<file path="config.mk">
export PLATFORM = sky130hd
export DESIGN_NAME = clock_divider_prog
export DESIGN_NICKNAME = d
export VERILOG_FILES = /design/src/rtl/clock_divider_prog.sv
export SDC_FILE = /design/constraint.sdc
export NUM_CORES = 1
export LEC_CHECK = 0
export ABC_CLOCK_PERIOD_IN_PS = 3340
export BUFFER_PORTS_ARGS = -buffer_cell sky130_fd_sc_hd__buf_2
export CAP_MARGIN = 20
export CORE_ASPECT_RATIO = 1.2
export CORE_MARGIN = 2
export CORE_UTILIZATION = 56
export DETAILED_ROUTE_END_ITERATION = 8
export PLACE_DENSITY_LB_ADDON = 0.2
export SLEW_MARGIN = 0
export SYNTH_ARGS = -nofsm -noshare
export SYNTH_HDL_FRONTEND = slang
export SYNTH_SLANG_ARGS = --single-unit
</file>
<file path="constraint.sdc">
create_clock -name clk_in -period 3.34 [get_ports clk_in]
set_input_delay 0.167 -clock clk_in [delete_from_list [all_inputs] [get_ports clk_in]]
set_output_delay 0.167 -clock clk_in [all_outputs]
set_load 0.05 [all_outputs]
</file>
<file path="src/rtl/clock_divider_prog.sv">
// Runtime-programmable integer clock divider with enable, phase resync and
// divisor reload deferred to period boundaries.
module clock_divider_prog #(
  parameter int unsigned WIDTH       = 16,
  parameter int unsigned DEFAULT_DIV = 4
) (
  input  logic             clk_in,
  input  logic             rst,
  input  logic             en,
  input  logic             sync,
  input  logic [WIDTH-1:0] div_value,
  input  logic             div_load,
  output logic             div_pending,
  output logic [WIDTH-1:0] div_active,
  output logic             div_err,
  output logic             clk_out,
  output logic             clk_out_rising,
  output logic             clk_out_falling,
  output logic [WIDTH-1:0] phase
);

  localparam logic [WIDTH-1:0] MIN_DIV = WIDTH'(2);
  localparam logic [WIDTH-1:0] RST_DIV = WIDTH'(DEFAULT_DIV);

  if ((DEFAULT_DIV < 2) ||
      (longint'(DEFAULT_DIV) > ((longint'(1) << WIDTH) - 1))) begin : g_bad_default
    $error("clock_divider_prog: DEFAULT_DIV out of range 2..2^WIDTH-1");
  end

  logic [WIDTH-1:0] cnt;
  logic [WIDTH-1:0] div_cur;
  logic [WIDTH-1:0] pend_div;
  logic             pend;
  logic             err;

  logic [WIDTH-1:0] last_cnt;
  logic [WIDTH-1:0] half;
  logic             at_end;
  logic             load_ok;
  logic             load_bad;
  logic             apply;

  always_comb begin
    last_cnt = div_cur - WIDTH'(1);
    half     = div_cur >> 1;
    at_end   = (cnt == last_cnt);
    load_ok  = div_load && (div_value >= MIN_DIV);
    load_bad = div_load && (div_value < MIN_DIV);
    // While frozen, a pending divisor does not wait for a period end.
    apply    = pend && (!en || at_end);
  end

  always_ff @(posedge clk_in) begin
    if (rst) begin
      cnt      <= '0;
      div_cur  <= RST_DIV;
      pend_div <= '0;
      pend     <= 1'b0;
      err      <= 1'b0;
    end else begin
      err <= load_bad;
      if (sync) begin
        cnt <= '0;
        if (load_ok) begin
          div_cur <= div_value;
          pend    <= 1'b0;
        end else if (pend) begin
          div_cur <= pend_div;
          pend    <= 1'b0;
        end
      end else begin
        if (apply) begin
          div_cur <= pend_div;
          cnt     <= '0;
          pend    <= 1'b0;
        end else if (en) begin
          cnt <= at_end ? '0 : cnt + WIDTH'(1);
        end
        // A load coinciding with an apply becomes the next pending value.
        if (load_ok) begin
          pend_div <= div_value;
          pend     <= 1'b1;
        end
      end
    end
  end

  always_comb begin
    clk_out         = (cnt >= half);
    clk_out_rising  = en && (cnt == half);
    clk_out_falling = en && at_end;
  end

  assign phase       = cnt;
  assign div_active  = div_cur;
  assign div_pending = pend;
  assign div_err     = err;

endmodule

</file>
Yosys cells after proc, flatten, opt, wreduce, memory -nomap -nowiden
Cells that the tools add are included.
{ "totals": {"reg_bits": 50, "inputBits": 21} }
{ "classes": {"n_addsub": 2, "n_lt_le_gt_ge": 3, "n_eq_ne": 3, "mux": 7, "n_bitwise": 1, "reduce_logical": 13} }
{ "op_table": {"columns": ["operator", "count"], "rows": [
  ["$mux W16", 5],
  ["$add A16 B1 Y16 const B", 1],
  ["$eq A16 B15 Y1", 1],
  ["$eq A16 B16 Y1", 1],
  ["$ge A16 B15 Y1", 1],
  ["$ge A16 B2 Y1 const B", 1],
  ["$lt A16 B2 Y1 const B", 1],
  ["$sub A16 B1 Y16 const B", 1],
  ["$logic_and A1 B1 Y1", 5],
  ["$reduce_and A2 Y1", 2],
  ["$reduce_bool A2 Y1", 2],
  ["$ne A3 B1 Y1 const B", 1],
  ["$reduce_or A3 Y1", 1],
  ["$mux W1", 2],
  ["$reduce_or A2 Y1", 1],
  ["$logic_not A1 Y1", 1],
  ["$logic_or A1 B1 Y1", 1],
  ["$not A1 Y1", 1]
]} }

Depth between registers and ports, before layout
Gate-level depths: netlist of the first run.
{ "depth": {"depth_word": 6, "ltp_mapped": 12, "ltp_nobuf": 10} }

Worst setup path after synthesis of the first run
OpenSTA, ideal clock, no wires.
{ "synth_path": {"path_kind": "reg2out", "start": "register div_cur[5], in the netlist div_active[5]", "end": "output port clk_out_falling", "arrival_ps": 3273, "slack_ps": -100, "path_stages_with_launch": 9, "path_cell_list": "dfxtp_1 or4_1 buf_2 or4_1 a211oi_1 nor3_1 nor2_1 nand3_1 nor3_1"} }
{ "synth_between": {"elab_chain_cells": 3} }
{ "synth_rtl": {"columns": ["item", "line_no", "text"], "rows": [
  ["start: declaration", "31", "logic [WIDTH-1:0] div_cur;"],
  ["start signal: assignment", "65", "div_cur <= div_value;"],
  ["start signal: assignment", "68", "div_cur <= pend_div;"],
  ["start signal: assignment", "73", "div_cur <= pend_div;"],
  ["$sub A16 B1 Y16", "44", "last_cnt = div_cur - WIDTH'(1);"],
  ["$eq A16 B16 Y1", "46", "at_end = (cnt == last_cnt);"],
  ["$logic_and A1 B1 Y1", "91", "clk_out_falling = en && at_end;"],
  ["end: declaration", "18", "output logic clk_out_falling,"]
]} }
Every way passes these cells.

Worst setup path in the final report of the first run
{ "layout_path": {"start": "register div_cur[6], in the netlist div_active[6]", "end": "register div_cur[7], in the netlist div_active[7]"} }
{ "layout_between": {"elab_chain_cells": 6} }
{ "layout_rtl": {"columns": ["item", "line_no", "text"], "rows": [
  ["$sub A16 B1 Y16", "44", null],
  ["$eq A16 B16 Y1", "46", null],
  ["$logic_or A1 B1 Y1", "50", "apply = pend && (!en || at_end);"],
  ["$logic_and A1 B1 Y1", "50", null],
  ["$reduce_bool A2 Y1 (no source line)", null, null],
  ["$reduce_and A2 Y1 (no source line)", null, null]
]} }
Every way passes these cells.
A chain may end at the register's enable or synchronous reset.

==> results of run 1 <==
layout make-up:
class / count / area share, %
well taps: 64 / 2.16
multi-input cells: 277 / 55.9
clock buffers: 6 / 1.95
repair buffers: 67 / 10.0
clock inverters: 2 / 1.01
flip-flops and latches: 50 / 26.9
inverters: 20 / 2.02
cells in the mapped netlist (all sizes together) (2+ instances only):
cell     instances  area share [%]
nor4             7             1.3
nor2b            2            0.38
o21a             6             1.4
a311oi          15             6.5
nand2           12             1.4
o31ai            2            0.46
a21o             2            0.46
o2111ai          3            0.81
and3             4            0.77
a31oi            2            0.38
dfxtp           50              31
o311ai           2             1.1
nand3            9             1.4
or3              3            0.73
a21oi           19             2.9
nand2b           2            0.38
nor2            47             5.4
buf              7             1.6
o211ai           2            0.46
xnor2           16             4.3
nand4           17             3.3
clkbuf          16             1.8
or4              2            0.46
inv             20             2.3
mux2i           34              10
a211oi           4            0.92
xor2            18             4.8
o21ai            4            0.73
nand4b           2            0.54
nor3            13             2.2
ha              17             6.5
final timing paths:
kind / from / end / slack [ns] / cells after the start
max: div_active[6]$_SDFFE_PP0P_ / div_active[7]$_SDFFE_PP0P_ / 0.24 / 9
min: sync / div_pending$_SDFFE_PP0P_ / 0.1 / 2
max reg2reg: div_active[6]$_SDFFE_PP0P_ / div_active[7]$_SDFFE_PP0P_ / 0.24 / 9
min reg2reg: pend_div[13]$_SDFFE_PP0P_ / pend_div[13]$_SDFFE_PP0P_ / 0.50 / 2
metrics by stage:
step | hold slack [ns] | cell area, sq um | setup WS, ns
2_1_floorplan | 0.246 | 3260 | 0.235
3_3_place_gp | 0.417 | 3600 | 0.415
3_5_place_dp | 0.424 | 3600 | 0.324
4_1_cts | 0.0890 | 3710 | 0.293
5_1_grt | 0.110 | 3710 | 0.0880
6_report | 0.0988 | 3710 | 0.242
sequential cells by signal, indices dropped and copies added (netlist names):
signal,cells
div_err,1
div_active,16
pend_div,16
div_pending,1
phase,16
power by group through the flow:
stage	Sequential, mW	Combinational (mW)	Clock [mW]
2_1_floorplan	0.722	0.233	0
3_3_place_gp	0.672	0.375	0
3_5_place_dp	0.674	0.381	0
4_1_cts	0.660	0.383	0.442
5_1_grt	0.666	0.418	0.466
6_report	0.661	0.384	0.430
worst max-delay path: cells and delay by family, from the launching register on:
family          cells  cell delay [ns]
flops               1             0.39
buf+inv             1             0.24
compound gates      4             0.90
simple gates        4             1.48
kinds of logic after synthesis:
kind of cell / count (synthesis)
mux: 35
buf+inv: 43
simple gates: 125
fa+ha+maj: 17
xor+xnor: 34
compound gates: 66
flops: 50
per-layer routing:
metal | wire [um] | up-vias | global-route usage, %
met2 | 3950 | 90 | 45.0
met4 | 210 | 0 | 10.2
met3 | 306 | 22 | 3.11
met1 | 3350 | 1375 | 31.9
li1 | - | 1451 | -
met5 | 0 | - | 0
==> results.ini, run 1 <==
[synthesis]
synth_top_family_by_area=simple AND/OR/NAND/NOR gates
synthesis.nets=408
yosys.cell_types.count=50
synth-seq-cells=50
yosys.area_share.simple_pct=19.7
synth_fa_ha_area_share_pct=6.53
avgSynthCellArea_sq_um=8.81
synth_compound_area_share_pct=17.4
synth_edf_count=0
ys_seq_area_share_pct=30.7
syn_inst=370
synth_area_sq_um=3260
yosysWarnings=0
synthMuxAreaShare_pct=10.8
yosys.area_share.xor_xnor_pct=9.14
ys_async_sr_fraction_pct=0
synthFlopType=dfxtp_1

[sta]
fin_crit_sh_pct=92.8
drv_slew=0
fmax_mhz=323
finalSetupViolations=0
relSlewSlack_pct=39.0
rsz0062_at_grt=no
clock_skew_ns=0.0105
hold_viol=0
tns_ns=0
worst_pin_slew_ns=0.915
finalCriticalPeriod_ns=3.10

[placed_design]
gp_congestion=0.903
dp_cells=478
dpl.hpwl_um=5960
port_buffers=57

[detailed_routing]
postRouteAntennaNets=0
wl_um=7810
firstDrtPassIters=5
dr.first_iter.drc_count=118
vias_per_cell=6.05
via_count=2938
wl_per_cell_um=16.1
drc=0

[die]
die_w_um=73.6
core-area_sq_um=5630
ios=58
rows=30
start_util_pct=57.9
die_h_um=87.6
die_area_sq_um=6450

[setup_path]
critPathArrivalTime_ns=3.31
slowest_delay_ns=0.65
critical_path_required_ns=3.56
path_max_fanout=32
worst_path_max_delay_cell=or4_1
crit_type=reg -> reg
end_kind=flip-flop
cp-start-kind=flip-flop
path_common_cell=or4_1
path_cells=or4_1, or4_1, a211oi_1, nor3_1, nand3b_4, o311ai_4, buf_12, a21oi_1, a311oi_2

[grt]
antenna_found_initial=0
grt_usage_pct=25.8
grt_max_degree=39
gr-total-overflow=0
grt_pass1_vias=2799
grt_pass1_wl_um=13100

[finish]
post-route-util_pct=66.0
final_cell_mix=57 x buf_2, 50 x dfxtp_1, 47 x nor2_1
drive_gt1_share_pct=22.5
n_antenna_cell=0
nets=459
multi_input_area_sq_um=2080
syn_to_final_growth_pct=14.0
layout_commonest_cell=buf_2
final_cells=486
fill_cells=503
seq_area_sq_um=1000

[power_and_ir_drop]
p_int_uw=986
total_power_mw=1.47
swShare_pct=33.1
power_leakage_nw=1.57
p_seq_share_pct=44.8
combPwrFrac_pct=26.0
vdd_drop_max_mv=0.277
power_frac_clock_pct=29.1
p_switching_uw=488
power.density_nw_per_um2=397

[clock_network]
cts-resized-gates=0
cts_tree=built
cts_setup_buffers=0
htree_levels=2
path_clk_slew_ns=0.10
cts.sinks=50
clock_latency_ns=0.31
clock_path_buffers=2
cts_root_buffer=clkbuf_8
ctsHoldBuffers=0
cts-buffers-inserted=5

[worst_hold_path]
min_path_type=in -> reg

[status]
status=finished clean

[job]
drv_cap=0

(Power assumes the default switching activity.)
==> inputs of run 2 (changes only) <==
- ABC_CLOCK_PERIOD_IN_PS: 3340 -> 2700
- CORE_UTILIZATION: 56 -> 51
- clock period: 3.34 -> 2.7 ns (I/O delays scaled with it)
==> run 2 against run 1 <==
The run now ends with negative setup slack left. Global-route usage about the same. Sequential share of layout area shrank 3.3 points. Final cell count rose by 13%. Combinational power grew 65%. Core utilization is 5.1 points higher. Critical path type unchanged. Critical endpoint is now div_active[6]$_SDFFE_PP0P_. Largest cell class unchanged. Highest routed layer unchanged.
==> results.ini, run 2 (synthesis results as in run 1) <==
[sta]
relSlewSlack_pct=38.8
hold_viol=0
fin_crit_sh_pct=105
fmax_mhz=352
timing.hold.ws_ns=0.0415
rsz0062_at_grt=yes
drv_slew=0
finalSetupViolations=32
clock_skew_ns=0.00916
tns_ns=-2.90
postLayoutSetupSlackWorst_ns=-0.142
finalCriticalPeriod_ns=2.84
worst_pin_slew_ns=0.918

[placed_design]
dpl_cell_area_sq_um=3900
port_buffers=57
dpl.hpwl_um=6350
gp_congestion=0.900

[clock_network]
path_clk_slew_ns=0.10
cts_root_buffer=clkbuf_8
clock_path_buffers=2
htree_levels=2
cts_tree=built
clock_latency_ns=0.31
ctsHoldBuffers=0
cts.sinks=50
cts-buffers-inserted=5

[power_and_ir_drop]
total_power_mw=1.95
power.density_nw_per_um2=450
vdd_drop_max_mv=0.418
power_leakage_nw=1.85

[grt]
grt-busiest-layer=met2
grt_pass1_vias=2973
antenna_found_initial=0
grt_usage_pct=25.8
gr-total-overflow=0
met1_usage_pct=31.6
grtUsageMet2_pct=46.1
globalRouteMet3Util_pct=3.38
grt_max_degree=35
grt_pass1_wl_um=14700

[status]
violations=negative setup slack
status=complete, but fails checks

[detailed_routing]
firstDrtPassIters=4
dr.first_iter.drc_count=146
vias_per_cell=5.56
wl_um=8880
via_count=3049
drc=0
postRouteAntennaNets=0
wl_per_cell_um=16.2

[die]
core-area_sq_um=6090
ios=58
die_area_sq_um=7050
die_w_um=77.0
rows=31
start_util_pct=53.5
die_h_um=91.6

[finish]
final_cell_mix=55 x buf_2, 46 x nor2_1, 42 x buf_4
n_antenna_cell=0
syn_to_final_growth_pct=32.8
layout_commonest_cell=buf_2
final_cell_area_sq_um=4330
drive_gt1_share_pct=36.1
post-route-util_pct=71.1
nets=503

[setup_path]
critPathArrivalTime_ns=3.06
r2r_slack_ns=-0.14
path_max_fanout=7
critical_path_required_ns=2.92
cp-start-kind=flip-flop
end_kind=flip-flop
crit_type=reg -> reg

[worst_hold_path]
min_path_type=in -> reg

[job]
drv_cap=0

-- run 2: cell count changes in the layout (fill, tap and decap cells not counted), moves of 4 or more --
cell | previous run | this run
a21oi_2 | 0 | 6
buf_6 | 0 | 9
dfxtp_4 | 0 | 5
dfxtp_1 | 50 | 41
dfxtp_2 | 0 | 4
a21oi_1 | 19 | 13
buf_4 | 9 | 42
-- run 2: through the flow --
step,instances,setup WS [ns]
finish,548,-0.142
global route,548,-0.213
CTS,540,-0.0223
detailed placement,523,-0.0156
global placement,523,-0.00687
floorplan,370,-0.0629
-- run 2: power by group --
group | switching, mW | internal [mW] | total [mW]
Sequential | 0.0346 | 0.771 | 0.805
Clock | 0.270 | 0.240 | 0.510
Combinational | 0.363 | 0.272 | 0.634
-- run 2: area by class of cell --
class | count | area, sq um
clock buffer | 7 | 97.6
inverter | 20 | 77.6
tap | 82 | 103
sequential | 50 | 1020
clock inverter | 1 | 7.51
fill | 501 | 1760
multi-input combinational | 277 | 2210
timing repair buffer | 111 | 812
-- run 2: worst paths after layout --
kind / to / depth (start not counted) / startpoint
min: phase[0]$_SDFFE_PP0P_ / 2 / rst
min reg2reg: pend_div[15]$_SDFFE_PP0P_ / 2 / pend_div[15]$_SDFFE_PP0P_
max: div_active[6]$_SDFFE_PP0P_ / 10 / div_active[5]$_SDFFE_PP0P_
max reg2reg: div_active[6]$_SDFFE_PP0P_ / 10 / div_active[5]$_SDFFE_PP0P_
-- run 2: what timing repair did --
action	4_1_cts	5_1_grt
gates resized for setup	27	9
setup buffers	7	7
endpoints found under the setup margin	25	33
pin swaps	8	6
cloned	2	1
-- run 2: critical path, stage by stage, from the launching register on --
cell	delay [ns]
dfxtp_4	0.37
or4_4	0.53
or4_4	0.44
a211oi_2	0.21
nor3_2	0.07
nand3b_4	0.18
o311ai_4	0.35
buf_6	0.17
clkbuf_16	0.15
a21oi_1	0.07
a311oi_2	0.20
-- run 2: per-layer routing --
metal	routed length (um)	share of wire, %	up-vias
li1	-	-	1541
met2	4510	51	53
met1	3900	44	1441
met3	271	3.1	14
met5	0	0	-
met4	193	2.2	0
